==> config.mk <==
export PLATFORM = sky130hd
export DESIGN_NAME = adld_sqrt_arb
export DESIGN_NICKNAME = d
export VERILOG_FILES = /design/src/rtl/adld_sqrt_arb.sv
export SDC_FILE = /design/constraint.sdc
export NUM_CORES = 1
export LEC_CHECK = 0
export BUFFER_PORTS_ARGS = -buffer_cell sky130_fd_sc_hd__buf_2
export CAP_MARGIN = 15
export CELL_PAD_IN_SITES_DETAIL_PLACEMENT = 0
export CELL_PAD_IN_SITES_GLOBAL_PLACEMENT = 2
export CORE_UTILIZATION = 28
export CTS_CLUSTER_SIZE = 16
export DETAILED_ROUTE_END_ITERATION = 8
export GPL_TIMING_DRIVEN = 0
export PLACE_DENSITY = 0.95
export RECOVER_POWER = 50
export SETUP_SLACK_MARGIN = 0.5
export SYNTH_ARGS = -nofsm -noshare
export SYNTH_HDL_FRONTEND = slang
export SYNTH_SLANG_ARGS = --single-unit
==> constraint.sdc <==
create_clock -name clk -period 2.58 [get_ports clk]
set_input_delay 0.258 -clock clk [delete_from_list [all_inputs] [get_ports clk]]
set_output_delay 0.258 -clock clk [all_outputs]
set_load 0.005 [all_outputs]
==> src/rtl/adld_sqrt_arb.sv <==
// adld_sqrt_arb: round-robin arbiter sharing one square-root core among NREQ requesters
module adld_sqrt_arb #(
  parameter int NREQ = 4,
  parameter int WIDTH = 8,
  parameter int TIMEOUT = 64,
  localparam int IW = $clog2(NREQ)
) (
  input  logic                  clk,
  input  logic                  rst,
  input  logic [NREQ-1:0]       req,
  input  logic [NREQ*WIDTH-1:0] req_rad,
  output logic [NREQ-1:0]       ack,
  output logic [WIDTH-1:0]      res_root,
  output logic [WIDTH-1:0]      res_rem,
  output logic [IW-1:0]         res_id,
  output logic                  err,
  output logic                  sq_start,
  output logic [WIDTH-1:0]      sq_rad,
  input  logic                  sq_busy,
  input  logic                  sq_valid,
  input  logic [WIDTH-1:0]      sq_root,
  input  logic [WIDTH-1:0]      sq_rem
);
  localparam int TW = $clog2(TIMEOUT + 1);
  localparam logic [1:0] IDLE = 2'd0, ISSUE = 2'd1, WAIT = 2'd2, DONE = 2'd3;
  logic [1:0] state;
  logic [IW-1:0] last_grant, cur_id, win;
  logic [TW-1:0] timer;
  logic found;
  int k;
  // search starts just past the previous winner so every requester gets a turn
  always_comb begin
    win = '0;
    found = 1'b0;
    k = 0;
    for (int i = 1; i <= NREQ; i++) begin
      k = int'(last_grant) + i;
      k = (k >= NREQ) ? k - NREQ : k;
      if (!found && req[IW'(k)]) begin
        found = 1'b1;
        win = IW'(k);
      end
    end
  end
  assign sq_start = state == ISSUE;
  assign ack = (state == DONE) ? {{(NREQ-1){1'b0}}, 1'b1} << res_id : '0;
  always_ff @(posedge clk)
    if (rst) begin
      state <= IDLE;
      sq_rad <= '0;
      res_root <= '0;
      res_rem <= '0;
      res_id <= '0;
      err <= 1'b0;
      last_grant <= IW'(NREQ - 1);
      cur_id <= '0;
      timer <= '0;
    end else
      case (state)
        IDLE:
          if (found && !sq_busy) begin
            cur_id <= win;
            sq_rad <= req_rad[win*WIDTH +: WIDTH];
            state <= ISSUE;
          end
        ISSUE: begin
          timer <= '0;
          state <= WAIT;
        end
        WAIT:
          if (sq_valid) begin
            res_root <= sq_root;
            res_rem <= sq_rem;
            res_id <= cur_id;
            err <= 1'b0;
            state <= DONE;
          end else if (timer == TW'(TIMEOUT - 1)) begin
            res_root <= '0;
            res_rem <= '0;
            res_id <= cur_id;
            err <= 1'b1;
            state <= DONE;
          end else
            timer <= timer + 1'b1;
        default: begin
          last_grant <= res_id;
          state <= IDLE;
        end
      endcase
endmodule

# Word level (Yosys, flattened, before mapping)
# Cells that the tools add are included.
[totals]
register_bits = 40
inputBits = 56
output_inout_bits = 32
elab_cells = 91
[op_classes]
n_addsub = 9
order_cmp = 8
eq_ne = 8
shifts = 2
n_mux = 39
n_reduce_logical = 16
[ops]
columns = ["operator", "count"]
rows = [
  ["$shiftx A32 B6 Y8", 1],
  ["$mux W2", 13],
  ["$mux W8", 3],
  ["$lt A2 B4 Y1 const B", 4],
  ["$mux W1", 14],
  ["$mux W7", 2],
  ["$pmux W7 S2", 1],
  ["$ge A3 B3 Y1 const B", 3],
  ["$bmux W1 S2", 4],
  ["$sub A2 B1 Y2 const B", 4],
  ["$add A7 B1 Y7 const B", 1],
  ["$eq A7 B6 Y1 const B", 1],
  ["$add A2 B2 Y3 const B", 2],
  ["$ne A2 B2 Y1 const B", 3],
  ["$pmux W2 S3", 1],
  ["$reduce_and A2 Y1", 3],
  ["$add A2 B3 Y4 const B", 1],
  ["$eq A2 B2 Y1 const B", 2],
  ["$ge A4 B3 Y1 const B", 1],
  ["$logic_and A1 B1 Y1", 4],
  ["$logic_not A1 Y1", 4],
  ["$mux W4", 1],
  ["$reduce_bool A2 Y1", 2],
  ["$shl A1 B2 Y4 const A", 1],
  ["other kinds (6)", 6],
]

# Logic depth before layout (Yosys ltp)
[depth]
depth_word = 19
mapped_depth = 8
ltp_nobuf = 6

# Least setup slack after synthesis
# Ideal clock, no wire load.
[synth_timing]
path_type = "flip-flop to flip-flop"
start = "register timer[0]"
end = "register res_rem[5]"
setup_ns = 0.128
arrival_ns = 1.643
t_required_ns = 2.452
slack_ns = 0.810
stages_incl_launch_ff = 9
n_path_buf = 2
period_less_slack_ns = 1.770
cell_sequence = "dfxtp_1 > ha_1 > nand3_2 > o31a_1 > nand2b_1 > buf_2 > buf_2 > a22oi_1 > nor2_1"
[synth_between]
elab_chain_len = 3
[synth_rtl]
columns = ["item", "line", "source"]
rows = [
  ["start, declared", "28", "logic [TW-1:0] timer;"],
  ["start signal, assigned", "84", "timer <= timer + 1'b1;"],
  ["$eq A7 B6 Y1", "77", "end else if (timer == TW'(TIMEOUT - 1)) begin"],
  ["$reduce_bool A2 Y1 (no source line)", "-", ""],
  ["$reduce_and A2 Y1 (no source line)", "-", ""],
  ["end signal, assigned", "73", "res_rem <= sq_rem;"],
  ["end, declared", "14", "output logic [WIDTH-1:0] res_rem,"],
]
# Every way passes these cells.
# A chain may end at the register's enable or synchronous reset.

# Worst setup path in the final report
[layout_timing]
start = "register timer[1]"
end = "register res_root[2]"
[layout_between]
elab_chain_len = 3
[layout_rtl]
columns = ["item", "line", "source"]
rows = [
  ["$eq A7 B6 Y1", "77", ""],
  ["$reduce_bool A2 Y1 (no source line)", "-", ""],
  ["$reduce_and A2 Y1 (no source line)", "-", ""],
  ["end signal, assigned", "72", "res_root <= sq_root;"],
  ["end, declared", "13", "output logic [WIDTH-1:0] res_root,"],
]
# Every way passes these cells.

==> flow_summary.ini <==
[synthesis]
yosys_warnings = 0
synthArstFlopShare = 0
synth_area_um2 = 2020
syn-num-nets = 289
avgSynthCellArea_um2 = 8.90
synth_ff_type = dfxtp_1
ys_ff_latch = 40
ys_types = 40
synth_cells = 227
seq_area_frac_synth = 0.396
synth_area_leader_cell = dfxtp_1
synth_edf_count = 0
synthDominantCellAreaShare = 0.396
synth_common_cells = 40 x dfxtp_1, 31 x nor2_1, 17 x a22oi_1
synth_area_leaders = dfxtp_1 40%, mux2i_1 7.4%, a22oi_1 6.3%, nor2_1 5.8%, ha_1 3.7%
synth.most_common_cell = dfxtp_1

[worst_setup_path]
r2r-end = res_root[2]
end_kind = flip-flop
critPathLaunchType = flip-flop
cp.arrival_ns = 2.05
cp.required_ns = 2.76
crit_path_max_fanout = 10
endpoint = res_root[2]
critPathKind = flip-flop to flip-flop
rr_worst_depth = 8
cp-startpoint = timer[1]
ff2ff_setup_slack_ns = 0.70
reg2reg_from = timer[1]

[cts]
clockBufferDepth = 2
cts_sinks = 40
cts.clk_slew.worst_paths_ns = 0.08
ctsHoldBuffers = 0
cts_tree = built
numCtsBuffers = 5
root_buffer = clkbuf_8
htree_levels = 2
clk_latency_ns = 0.30

[route]
drtAntennaViolNets = 0
vias = 1974
drc_errors = 0
wl_per_cell_um = 12.4
drt_first_pass_iters = 4
vias_per_cell = 4.68
drt_iter0_drc = 73
drt_wl_total_um = 5230

[timing]
finalHoldViolations = 0
fin_worst_skew_ns = 0.00961
finalSetupViolations = 0
period_share = 0.727
fmax_ghz = 0.533
period_minus_slack_ns = 1.88
relSlewSlack = 0.568
slew_viol_final = 0
grt_setup_unrepaired = false
worst_slew_pin_slew_ns = 0.645
tns_ns = 0
holdWs_ns = 0.204

[global_route]
grt_overflow = 0
grt_pass1_wl_um = 8800
antenna_found_initial = 0
grt_use_total = 0.146
grt_pass1_vias = 1940
grt_max_degree = 15

[final_layout]
drive_gt1_frac = 0.316
nFillCells = 714
finalNetCount = 387
final_util = 0.394
area_delta_synth_final_pct = 33.9
diodes = 0

[job]
maxCapViolCount = 0

[floorplan]
rows = 30
die_w_um = 87.0
die_h_um = 87.0
num_io_pins = 88
floorplan.die_area_um2 = 7560
core_um2 = 6870
start_util = 0.294

[placed_design]
dp_hpwl_um = 3850
place.gp.congestion = 0.722
io_buffer_count = 86

[power_and_ir_drop]
p_leak_nw = 1.11
peakVddDrop_mv = 0.346
p_per_area_nw_per_um2 = 742

[worst_hold_path]
hold_class = input pin to flip-flop

[status]
status = complete, no violations
## through the flow
step / std cells / setup WS [ns] / power, mW / cell area (um2)
3_5_place_dp: 409 / 0.567 / 1.49 / 2570
3_3_place_gp: 409 / 0.574 / 1.48 / 2570
4_1_cts: 417 / 0.548 / 2.02 / 2690
2_1_floorplan: 227 / 0.810 / 1.25 / 2020
5_1_grt: 422 / 0.527 / 2.15 / 2710
6_report: 422 / 0.703 / 2.01 / 2710
## layout make-up
cell class,instances,area (um2),share of cell area
multi-input combinational,166,1120,0.415
sequential,40,802,0.296
timing repair buffer,91,442,0.163
tap,96,120,0.0444
buffer,14,77.6,0.0287
clock buffer,5,68.8,0.0254
clock inverter,3,46.3,0.0171
inverter,7,26.3,0.00971
## cell usage in the layout (no fill, tap or decap), types with 9 or more instances in the layout
master / count
nand3_1: 15
nor2_1: 30
buf_4: 10
a22oi_1: 17
mux2i_1: 15
nand2b_1: 9
nand2_1: 16
clkbuf_1: 23
dfxtp_1: 39
buf_2: 69
## worst min path at each step
stage / start / endpoint / slack (ns) / cells after the start
after floorplan: sq_rem[0] / res_rem[0] / 0.42 / 2
after global placement: timer[6] / timer[6] / 0.44 / 2
after detailed placement: err / err / 0.44 / 2
after CTS: sq_rem[3] / res_rem[3] / 0.20 / 3
after global routing: sq_root[6] / res_root[6] / 0.22 / 3
final: sq_rem[0] / res_rem[0] / 0.20 / 3
## registers in the layout (all words and copies together), names as in the netlist
| register | count |
|---|---|
| res_rem | 8 |
| sq_rad | 8 |
| last_grant | 2 |
| res_root | 8 |
| res_id | 2 |
| err | 1 |
| state | 2 |
| cur_id | 2 |
| timer | 7 |
## critical path: stages, from the launching register on
cell,delay (ns)
dfxtp_1,0.36
ha_2,0.21
nand3_2,0.11
o31a_1,0.32
nand2b_1,0.15
buf_2,0.19
buf_2,0.20
a22oi_1,0.16
nor2_1,0.05
## repair_timing
item,4_1_cts,5_1_grt
endpoints found under the setup margin,0,13
setup buffers,0,5
resized for setup,0,5
hold endpoints to repair,0,0
## metal layers
layer  vias to the layer above  wire length (um)  global-route usage
li1                       1006                 -                   -
met1                       909              2430               0.180
met2                        52              2460               0.246
met3                         7               270              0.0464
met4                         0                68              0.0364
met5                         -                 0                   0
## cells by family (layout without fill, tap and decap cells)
kind of cell / Yosys count / in the layout / synth area share
AND/OR/NAND/NOR: 86 / 86 / 0.215
AO/OA/AOI/OAI: 52 / 52 / 0.188
flip-flops: 40 / 40 / 0.396
multiplexers: 22 / 22 / 0.113
buffers and inverters: 21 / 120 / 0.0508
adder cells (fa/ha/maj): 6 / 6 / 0.0372
## power breakdown
| group | leakage [nW] | switching [mW] | internal, mW |
|---|---|---|---|
| Sequential | 0.325 | 0.0643 | 0.712 |
| Clock | 0.0548 | 0.239 | 0.291 |
| Combinational | 0.732 | 0.382 | 0.317 |
| Total | 1.11 | 0.685 | 1.32 |
Note: power is estimated with default switching activity, not from simulation.
